===== config.mk =====
export PLATFORM = sky130hd
export DESIGN_NAME = mem_wb_stage_flat
export DESIGN_NICKNAME = d
export VERILOG_FILES = /design/src/rtl/mem_wb_stage_if.sv /design/src/rtl/mem_wb_stage.sv /design/src/flat_wrapper.sv
export SDC_FILE = /design/constraint.sdc
export NUM_CORES = 1
export LEC_CHECK = 0
export ABC_AREA = 1
export ABC_CLOCK_PERIOD_IN_PS = 2600
export CAP_MARGIN = 10
export CORE_MARGIN = 1
export CORE_UTILIZATION = 30
export CTS_BUF_LIST = sky130_fd_sc_hd__clkbuf_4 sky130_fd_sc_hd__clkbuf_8 sky130_fd_sc_hd__clkbuf_16
export DETAILED_ROUTE_END_ITERATION = 10
export SKIP_LAST_GASP = 1
export SLEW_MARGIN = 5
export SYNTH_ARGS = -nofsm -noshare
export SYNTH_HDL_FRONTEND = slang
export SYNTH_SLANG_ARGS = --single-unit

===== constraint.sdc =====
create_clock -name clk -period 2.6 [get_ports clk]
set_input_delay 0.52 -clock clk [delete_from_list [all_inputs] [get_ports clk]]
set_output_delay 0.52 -clock clk [all_outputs]
set_load 0.005 [all_outputs]

===== src/rtl/mem_wb_stage_if.sv =====
// mem_wb_stage_if: MEM -> WB stage bundle.
//   master : MEM side, drives stall/flush and the in_* fields, observes the write port
//   slave  : the MEM/WB stage itself
// Ports carried:
//   stall, flush                      stage control
//   in_valid, in_reg_write, in_rd,
//   in_wb_sel, in_funct3,
//   in_alu_result, in_mem_rdata,
//   in_pc_plus4                       memory-stage results
//   wr_en, wr_addr, wr_data           register file write port
//   out_valid, fwd_rd, fwd_we         status / forwarding copies
interface mem_wb_stage_if;
    logic        stall;
    logic        flush;
    logic        in_valid;
    logic        in_reg_write;
    logic [4:0]  in_rd;
    logic [1:0]  in_wb_sel;
    logic [2:0]  in_funct3;
    logic [31:0] in_alu_result;
    logic [31:0] in_mem_rdata;
    logic [31:0] in_pc_plus4;
    logic        wr_en;
    logic [4:0]  wr_addr;
    logic [31:0] wr_data;
    logic        out_valid;
    logic [4:0]  fwd_rd;
    logic        fwd_we;

    modport master (
        output stall, flush, in_valid, in_reg_write, in_rd, in_wb_sel, in_funct3,
               in_alu_result, in_mem_rdata, in_pc_plus4,
        input  wr_en, wr_addr, wr_data, out_valid, fwd_rd, fwd_we
    );

    modport slave (
        input  stall, flush, in_valid, in_reg_write, in_rd, in_wb_sel, in_funct3,
               in_alu_result, in_mem_rdata, in_pc_plus4,
        output wr_en, wr_addr, wr_data, out_valid, fwd_rd, fwd_we
    );
endinterface


===== src/rtl/mem_wb_stage.sv =====
// mem_wb_stage: MEM/WB pipeline register and writeback mux (RV32I).
// Registers the memory-stage results, picks the writeback source and extends loads.
// Ports:
//   clk       pipeline clock, rising edge
//   rst       synchronous active-high reset
//   bus       mem_wb_stage_if.slave (stall/flush, in_* fields, register file write port,
//             out_valid, fwd_rd/fwd_we)
//   instret   64-bit retired-instruction counter, only when MEM_WB_RETIRE_CNT_EN is defined
// Optional feature macro: MEM_WB_RETIRE_CNT_EN
module mem_wb_stage #(
    parameter int unsigned           XLEN    = 32,
    parameter logic [XLEN-1:0]       RST_PC4 = '0
) (
    input  logic                clk,
    input  logic                rst,
    mem_wb_stage_if.slave       bus
`ifdef MEM_WB_RETIRE_CNT_EN
    ,
    output logic [63:0]         instret
`endif
);

    logic            r_valid;
    logic            r_reg_write;
    logic [4:0]      r_rd;
    logic [1:0]      r_wb_sel;
    logic [2:0]      r_funct3;
    logic [XLEN-1:0] r_alu;
    logic [XLEN-1:0] r_rdata;
    logic [XLEN-1:0] r_pc4;

    logic [7:0]      w_byte;
    logic [15:0]     w_half;
    logic [XLEN-1:0] w_load;
    logic [XLEN-1:0] w_wr_data;
    logic            w_wr_en;

    // Flush only clears valid; the data fields are don't-care, so they capture as usual.
    always_ff @(posedge clk) begin
        if (rst) begin
            r_valid     <= 1'b0;
            r_reg_write <= 1'b0;
            r_rd        <= '0;
            r_wb_sel    <= '0;
            r_funct3    <= '0;
            r_alu       <= '0;
            r_rdata     <= '0;
            r_pc4       <= RST_PC4;
        end else if (!bus.stall) begin
            r_valid     <= bus.in_valid & ~bus.flush;
            r_reg_write <= bus.in_reg_write;
            r_rd        <= bus.in_rd;
            r_wb_sel    <= bus.in_wb_sel;
            r_funct3    <= bus.in_funct3;
            r_alu       <= bus.in_alu_result;
            r_rdata     <= bus.in_mem_rdata;
            r_pc4       <= bus.in_pc_plus4;
        end
    end

    // Little-endian lane select; halfword ignores off[0] (misalignment trapped upstream).
    always_comb begin
        w_byte = r_rdata[7:0];
        unique case (r_alu[1:0])
            2'd0: w_byte = r_rdata[7:0];
            2'd1: w_byte = r_rdata[15:8];
            2'd2: w_byte = r_rdata[23:16];
            2'd3: w_byte = r_rdata[31:24];
        endcase
        w_half = r_alu[1] ? r_rdata[31:16] : r_rdata[15:0];
    end

    always_comb begin
        w_load = r_rdata;
        case (r_funct3)
            3'b000:  w_load = {{(XLEN-8){w_byte[7]}}, w_byte};
            3'b100:  w_load = {{(XLEN-8){1'b0}}, w_byte};
            3'b001:  w_load = {{(XLEN-16){w_half[15]}}, w_half};
            3'b101:  w_load = {{(XLEN-16){1'b0}}, w_half};
            default: w_load = r_rdata;  // LW and undefined encodings
        endcase
    end

    always_comb begin
        w_wr_data = '0;
        unique case (r_wb_sel)
            2'b00: w_wr_data = r_alu;
            2'b01: w_wr_data = w_load;
            2'b10: w_wr_data = r_pc4;
            2'b11: w_wr_data = '0;
        endcase
    end

    // x0 writes and the reserved source are suppressed here, not upstream.
    assign w_wr_en = r_valid & r_reg_write & (r_rd != 5'd0) & (r_wb_sel != 2'b11);

    assign bus.wr_en     = w_wr_en;
    assign bus.wr_addr   = r_rd;
    assign bus.wr_data   = w_wr_data;
    assign bus.out_valid = r_valid;
    assign bus.fwd_rd    = r_rd;
    assign bus.fwd_we    = w_wr_en;

`ifdef MEM_WB_RETIRE_CNT_EN
    logic [63:0] r_instret;

    // An instruction retires when it leaves the stage: valid and not held by stall.
    always_ff @(posedge clk) begin
        if (rst) begin
            r_instret <= '0;
        end else if (r_valid && !bus.stall) begin
            r_instret <= r_instret + 64'd1;
        end
    end

    assign instret = r_instret;
`endif

endmodule

===== src/flat_wrapper.sv =====
// flat-port wrapper written by rule: the top's interface ports become plain ports
module mem_wb_stage_flat 
#(
    parameter int unsigned           XLEN    = 32,
    parameter logic [XLEN-1:0]       RST_PC4 = '0
)
  (clk, rst, bus_stall, bus_flush, bus_in_valid, bus_in_reg_write, bus_in_rd, bus_in_wb_sel, bus_in_funct3, bus_in_alu_result, bus_in_mem_rdata, bus_in_pc_plus4, bus_wr_en, bus_wr_addr, bus_wr_data, bus_out_valid, bus_fwd_rd, bus_fwd_we);
  mem_wb_stage_if bus_i ();
  input  logic clk;
  input  logic rst;
  input wire logic [$bits(bus_i.stall)-1:0] bus_stall;
  input wire logic [$bits(bus_i.flush)-1:0] bus_flush;
  input wire logic [$bits(bus_i.in_valid)-1:0] bus_in_valid;
  input wire logic [$bits(bus_i.in_reg_write)-1:0] bus_in_reg_write;
  input wire logic [$bits(bus_i.in_rd)-1:0] bus_in_rd;
  input wire logic [$bits(bus_i.in_wb_sel)-1:0] bus_in_wb_sel;
  input wire logic [$bits(bus_i.in_funct3)-1:0] bus_in_funct3;
  input wire logic [$bits(bus_i.in_alu_result)-1:0] bus_in_alu_result;
  input wire logic [$bits(bus_i.in_mem_rdata)-1:0] bus_in_mem_rdata;
  input wire logic [$bits(bus_i.in_pc_plus4)-1:0] bus_in_pc_plus4;
  output wire logic [$bits(bus_i.wr_en)-1:0] bus_wr_en;
  output wire logic [$bits(bus_i.wr_addr)-1:0] bus_wr_addr;
  output wire logic [$bits(bus_i.wr_data)-1:0] bus_wr_data;
  output wire logic [$bits(bus_i.out_valid)-1:0] bus_out_valid;
  output wire logic [$bits(bus_i.fwd_rd)-1:0] bus_fwd_rd;
  output wire logic [$bits(bus_i.fwd_we)-1:0] bus_fwd_we;
  assign bus_i.stall = bus_stall;
  assign bus_i.flush = bus_flush;
  assign bus_i.in_valid = bus_in_valid;
  assign bus_i.in_reg_write = bus_in_reg_write;
  assign bus_i.in_rd = bus_in_rd;
  assign bus_i.in_wb_sel = bus_in_wb_sel;
  assign bus_i.in_funct3 = bus_in_funct3;
  assign bus_i.in_alu_result = bus_in_alu_result;
  assign bus_i.in_mem_rdata = bus_in_mem_rdata;
  assign bus_i.in_pc_plus4 = bus_in_pc_plus4;
  assign bus_wr_en = bus_i.wr_en;
  assign bus_wr_addr = bus_i.wr_addr;
  assign bus_wr_data = bus_i.wr_data;
  assign bus_out_valid = bus_i.out_valid;
  assign bus_fwd_rd = bus_i.fwd_rd;
  assign bus_fwd_we = bus_i.fwd_we;
  mem_wb_stage #(.XLEN(XLEN), .RST_PC4(RST_PC4)) u_core (.clk(clk), .rst(rst), .bus(bus_i));
endmodule

# Word-level counts from Yosys, hierarchy flattened
# Cells that the tools add are included.
[totals] register_bits=108 out_inout_bits=45 elab_cells=31 input_bits=112
[classes] bitwise=5 reduce_logical=4 mux=4 n_eq_ne=10
[op_table] op="32-bit one-hot mux with 4 select lines" count=2
[op_table] op="8-bit one-hot mux with 4 select lines" count=1
[op_table] op="16-bit two-way mux" count=1
[op_table] op="2-bit equality test, second input constant" count=4
[op_table] op="3-bit equality test, second input constant" count=2
[op_table] op="5-bit nonzero test" count=1
[op_table] op="1-bit bitwise AND" count=4
[op_table] op="2-bit by 1-bit equality test with 1-bit output, second input constant" count=2
[op_table] op="2-bit logical NOT" count=2
[op_table] op="3-bit by 1-bit equality test with 1-bit output, second input constant" count=1
[op_table] op="3-bit logical NOT" count=1
[op_table] op="2-bit != test, second input constant" count=1
[op_table] op="1-bit inverter" count=1

# Depth between registers and ports, before layout
[depth] word_depth=4 depth_mapped=9

# Worst setup path before layout
# Ideal clock, no wire load.
[synth_timing] kind="reg2out" from="register u_core.r_funct3[1]" to="output bus_wr_data[17]" arrival_time_ns=1.116 stages_incl_launch_ff=10 n_path_buf=2 setup_slack_ns=0.964 path_cell_list="dfxtp_1 > buf_6 > inv_8 > nand2_8 > nor2_4 > nand3_4 > nand2_4 > buf_12 > nand2_2 > nand3_2"
[synth_via] elab_chain_len=3
[synth_lines] item="start: declaration" line="mem_wb_stage.sv:27" source="logic [2:0] r_funct3;"
[synth_lines] item="start signal: assignment" line="mem_wb_stage.sv:54" source="r_funct3 <= bus.in_funct3;"
[synth_lines] item="3-bit equality test, or another cell as far along" line="mem_wb_stage.sv:75" source="case (r_funct3)"
[synth_lines] item="32-bit one-hot mux with 4 select lines *" line="mem_wb_stage.sv:75"
[synth_lines] item="32-bit one-hot mux with 4 select lines *" line="mem_wb_stage.sv:86" source="unique case (r_wb_sel)"
[synth_lines] item="end: declaration" line="flat_wrapper.sv:23" source="output wire logic [$bits(bus_i.wr_data)-1:0] bus_wr_data;"
# Every way passes the cells marked *; elsewhere a longest branch is shown, timed or not.

# Worst setup path after layout
[layout_timing] from="register u_core.r_alu[0]" to="output bus_wr_data[3]"
[layout_via] elab_chain_len=4
[layout_lines] item="start: declaration" line="mem_wb_stage.sv:28" source="logic [XLEN-1:0] r_alu;"
[layout_lines] item="start signal: assignment" line="mem_wb_stage.sv:55" source="r_alu <= bus.in_alu_result;"
[layout_lines] item="2-bit equality test, or another cell as far along" line="mem_wb_stage.sv:64" source="unique case (r_alu[1:0])"
[layout_lines] item="8-bit one-hot mux with 4 select lines *" line="mem_wb_stage.sv:64"
[layout_lines] item="32-bit one-hot mux with 4 select lines *" line="mem_wb_stage.sv:75"
[layout_lines] item="32-bit one-hot mux with 4 select lines *" line="mem_wb_stage.sv:86"
# Marked as above.

==> impl_metrics.prom <==
# TYPE chip_impl_metric gauge
chip_impl_metric{name="final-max-slew-violation-count",unit=""} 0
chip_impl_metric{name="clock-skew-final",unit="ns"} 0
chip_impl_metric{name="whs_path_depth",unit=""} 2
chip_impl_metric{name="area_growth",unit="%"} 43.4
chip_impl_metric{name="cts.hold.buffers_added",unit=""} 0
chip_impl_metric{name="fmax",unit="MHz"} 392
chip_impl_info{name="tritoncts_clock_tree",value="yes"} 1
chip_impl_metric{name="cts-root-to-sink-buffers",unit=""} 2
chip_impl_metric{name="power_density",unit="mW/mm^2"} 575
chip_impl_metric{name="grt_start_max_net_pins",unit=""} 109
chip_impl_metric{name="layout_setup_ws",unit="ns"} 0.0477
chip_impl_metric{name="drc",unit=""} 0
chip_impl_metric{name="required_worst_endpoint",unit="ns"} 2.08
chip_impl_metric{name="synth.area.mux_share",unit=""} 0
chip_impl_metric{name="fin_hold_ws",unit="ns"} 0.483
chip_impl_metric{name="initial_core_util",unit=""} 0.309
chip_impl_info{name="synth.most_common_cell",value="sky130_fd_sc_hd__nor2_1"} 1
chip_impl_metric{name="synth-xor-area-share",unit=""} 0
chip_impl_metric{name="globalplace.congestion",unit=""} 0.884
chip_impl_metric{name="worst_slew_pin_slew",unit="ns"} 0.717
chip_impl_metric{name="core_area",unit="mm^2"} 0.0166
chip_impl_info{name="critPathCaptureType",value="output pin"} 1
chip_impl_info{name="critical_path.startpoint_type",value="flop"} 1
chip_impl_metric{name="clkSinkCount",unit=""} 108
chip_impl_metric{name="dp.cells",unit=""} 1075
chip_impl_metric{name="total_power",unit="W"} 0.00424
chip_impl_metric{name="synth_enable_flop_cells",unit=""} 0
chip_impl_info{name="cell_types_occupying_the_most_area_after_synthesis",value="sky130_fd_sc_hd__dfxtp_1 (42%), sky130_fd_sc_hd__nor2_1 (15%), sky130_fd_sc_hd__o21ai_0 (11%)"} 1
chip_impl_metric{name="cts-buffers-inserted",unit=""} 9
chip_impl_metric{name="grt_pass1_wl",unit="um"} 25300
chip_impl_metric{name="floorplan.rows",unit=""} 47
chip_impl_metric{name="post_route_cells_drive_above_1_share",unit=""} 0.113
chip_impl_info{name="status",value="completed"} 1
chip_impl_metric{name="post_synthesis_register_bit_count",unit=""} 108
chip_impl_metric{name="cap_violations",unit=""} 0
chip_impl_metric{name="die_footprint",unit="mm^2"} 0.0177
chip_impl_metric{name="clkSlewWorstSetupHoldPaths",unit="ns"} 0.07
chip_impl_metric{name="via_count_of_the_first_global_routing_pass",unit=""} 4710
chip_impl_metric{name="final_period_minus_worst_setup_slack",unit="ns"} 2.55
chip_impl_metric{name="port_buffers",unit=""} 156
chip_impl_info{name="synth_common_cells",value="sky130_fd_sc_hd__nor2_1 (207), sky130_fd_sc_hd__o21ai_0 (117), sky130_fd_sc_hd__nand2_1 (111)"} 1
chip_impl_metric{name="synth_top_area_share",unit=""} 0.421
chip_impl_info{name="crit-reg2reg-launch",value="u_core.r_funct3[1]"} 1
chip_impl_metric{name="filler_cell_count",unit=""} 1718
chip_impl_metric{name="place.detailed.hpwl",unit="um"} 11500
chip_impl_metric{name="cells_after_synthesis",unit=""} 742
chip_impl_metric{name="htree_levels",unit=""} 3
chip_impl_info{name="hp-start",value="u_core.r_pc4[28]"} 1
chip_impl_info{name="synth_top_family_by_area",value="simple AND/OR/NAND/NOR gates"} 1
chip_impl_info{name="gr-max-usage-layer",value="met2"} 1
chip_impl_metric{name="timing.final.hold_violations",unit=""} 0
chip_impl_metric{name="power.leakage",unit="nW"} 3.22
chip_impl_metric{name="wl_per_cell",unit="um"} 14.8
chip_impl_metric{name="syn-mean-instance-area",unit="um^2"} 6.93
chip_impl_info{name="dominantRegCellSynth",value="sky130_fd_sc_hd__dfxtp_1"} 1
chip_impl_metric{name="relSlewSlack",unit=""} 0.522
chip_impl_metric{name="vias",unit=""} 5080
chip_impl_metric{name="met2_routing_resource_usage_after_global_routing",unit=""} 0.298
chip_impl_metric{name="ir_drop",unit="V"} 0.000315
chip_impl_info{name="synth_top_cell_by_area",value="sky130_fd_sc_hd__dfxtp_1"} 1
chip_impl_metric{name="regToRegSetupSlack",unit="ns"} 1.74
chip_impl_metric{name="number_of_nets_in_the_final_layout",unit=""} 994
chip_impl_metric{name="worstPathMaxFanout",unit=""} 5
chip_impl_info{name="startpoint_to_endpoint_class_of_the_critical_path",value="flop to output pin"} 1
chip_impl_metric{name="synth.yosys.warnings",unit=""} 0
chip_impl_metric{name="die_width",unit="um"} 133
chip_impl_info{name="critPathLaunch",value="u_core.r_alu[0]"} 1
chip_impl_info{name="clk_root_buffer_cell",value="sky130_fd_sc_hd__clkbuf_16"} 1
chip_impl_metric{name="synth_simple_gate_area_share",unit=""} 0.316
chip_impl_metric{name="detail_route.wirelength",unit="um"} 16400
chip_impl_metric{name="synth_cell_types",unit=""} 31
chip_impl_metric{name="drt_first_iter_violations",unit=""} 204
chip_impl_metric{name="synth_async_sr_flop_share",unit=""} 0
chip_impl_metric{name="die_height",unit="um"} 133
chip_impl_metric{name="post_layout_nonfiller_instances",unit=""} 1107
chip_impl_metric{name="setup_viol",unit=""} 0
chip_impl_metric{name="compound_gate_portion_of_the_synthesized_area",unit=""} 0.176
chip_impl_metric{name="post-route-period-util",unit=""} 0.982
chip_impl_metric{name="vias_per_cell",unit=""} 4.59
chip_impl_metric{name="antenna_found_initial",unit=""} 0
chip_impl_metric{name="synth_adder_area_share",unit=""} 0
chip_impl_metric{name="mappedNetlistArea",unit="mm^2"} 0.00514
chip_impl_metric{name="fin_tns_setup",unit="ns"} 0
chip_impl_metric{name="use_met1",unit=""} 0.241
chip_impl_metric{name="ff2ff_path_depth",unit=""} 3
chip_impl_metric{name="detailedRoute.firstPassIterationCount",unit=""} 4
chip_impl_metric{name="grt_overflow_total",unit=""} 0
chip_impl_metric{name="dpl_worst_slack",unit="ns"} 0.239
chip_impl_metric{name="synth_seq_area_share",unit=""} 0.421
chip_impl_metric{name="clk_latency_worst_skew_pair",unit="ns"} 0.35
chip_impl_info{name="holdCritPathClass",value="flop to flop"} 1
chip_impl_metric{name="n_antenna_cell",unit=""} 0
chip_impl_info{name="min_to",value="u_core.r_pc4[28]"} 1
chip_impl_metric{name="use_met3",unit=""} 0.0471
chip_impl_info{name="rsz0062_at_grt",value="yes"} 1
chip_impl_metric{name="grtUsageTotal",unit=""} 0.186
chip_impl_metric{name="syn_nets",unit=""} 854
chip_impl_metric{name="data_arrival_at_the_endpoint_of_the_critical_path",unit="ns"} 2.03
chip_impl_info{name="destination_of_the_worst_register_to_register_timing_path",value="u_core.r_funct3[1]"} 1
chip_impl_metric{name="drt.antenna.violating_nets",unit=""} 0
chip_impl_metric{name="i_o_pin_total",unit=""} 157
[worst max path at each step]
stage / end / slack [ns] / cells after the start
3_5_place_dp: bus_wr_data[5] / 0.24 / 8
6_report: bus_wr_data[3] / 0.05 / 8
4_1_cts: bus_wr_data[25] / -0.03 / 8
3_3_place_gp: bus_wr_data[1] / 0.23 / 7
2_1_floorplan: bus_wr_data[17] / 0.96 / 9
5_1_grt: bus_wr_data[5] / -0.06 / 9
[registers in the layout, indices dropped and copies added, names as in the netlist]
signal,count
u_core.r_alu,32
u_core.r_pc4,32
u_core.r_rdata,32
u_core.bus.fwd_rd,5
u_core.r_funct3,3
u_core.r_wb_sel,2
u_core.bus.out_valid,1
u_core.r_reg_write,1
[worst max-delay path, stage by stage, from the launching register on]
cell and delay, ns:
sky130_fd_sc_hd__dfxtp_2 0.37, sky130_fd_sc_hd__inv_2 0.08, sky130_fd_sc_hd__nor2_4 0.16, sky130_fd_sc_hd__buf_4 0.15, sky130_fd_sc_hd__nor2_4 0.04, sky130_fd_sc_hd__nand2_1 0.08, sky130_fd_sc_hd__nand3_1 0.12, sky130_fd_sc_hd__o21bai_1 0.15
sky130_fd_sc_hd__clkdlybuf4s50_1 0.53
[report_power, final]
part	switching (W)	internal (W)
Combinational	0.000456	0.000479
Clock	0.000623	0.000832
Sequential	0.0000769	0.00177
Total	0.00116	0.00308
[stage by stage]
step | util | instance area, um^2
finish | 0.443 | 7370
global route | 0.443 | 7370
CTS | 0.433 | 7210
detailed placement | 0.407 | 6780
global placement | 0.407 | 6780
floorplan | - | 5140
[cell type report]
class	count	area [um^2]	area share
Inverter	30	135	0.0183
Tap cell	220	275	0.0374
Timing Repair Buffer	181	1830	0.249
Sequential cell	108	2180	0.295
Clock buffer	12	267	0.0362
Timing Repair inverter	1	6.26	0.000849
Multi-Input combinational cell	551	2620	0.356
Clock inverter	4	55.1	0.00747
[cell families after synthesis]
group | after synthesis
buf+inv | 85
simple gates | 377
compound gates | 172
flops | 108
[cell usage in the layout (no fill, tap or decap), types with 2 or more instances in the layout]
cell,instances
sky130_fd_sc_hd__nor2_1,206
sky130_fd_sc_hd__clkdlybuf4s50_1,147
sky130_fd_sc_hd__o21ai_0,113
sky130_fd_sc_hd__nand2_1,107
sky130_fd_sc_hd__dfxtp_1,101
sky130_fd_sc_hd__a21oi_1,38
sky130_fd_sc_hd__nand3_1,23
sky130_fd_sc_hd__inv_1,21
sky130_fd_sc_hd__buf_4,21
sky130_fd_sc_hd__nand2_2,15
sky130_fd_sc_hd__nand3_2,13
sky130_fd_sc_hd__clkbuf_16,9
sky130_fd_sc_hd__dlymetal6s2s_1,8
sky130_fd_sc_hd__a22o_1,7
sky130_fd_sc_hd__o21ai_1,6
sky130_fd_sc_hd__inv_4,5
sky130_fd_sc_hd__nor2_4,5
sky130_fd_sc_hd__o21bai_1,5
sky130_fd_sc_hd__dfxtp_2,5
sky130_fd_sc_hd__inv_2,4
sky130_fd_sc_hd__nand3_4,3
sky130_fd_sc_hd__nand2_8,3
sky130_fd_sc_hd__clkbuf_8,3
sky130_fd_sc_hd__buf_12,3
sky130_fd_sc_hd__dfxtp_4,2
[per-layer routing]
layer	vias up	part of all wire	wire, um
li1	2671	-	-
met1	2258	0.45	7360
met2	130	0.47	7640
met3	21	0.066	1090
met4	0	0.020	334
met5	-	0	0
[what timing repair did]
| item | 4_1_cts | 5_1_grt |
|---|---|---|
| gates cloned | 3 | 1 |
| pin swaps | 4 | 6 |
| setup endpoints to repair | 29 | 32 |
| buffers inserted | 3 | 9 |
| resized for setup | 12 | 29 |
(Power assumes the default switching activity.)
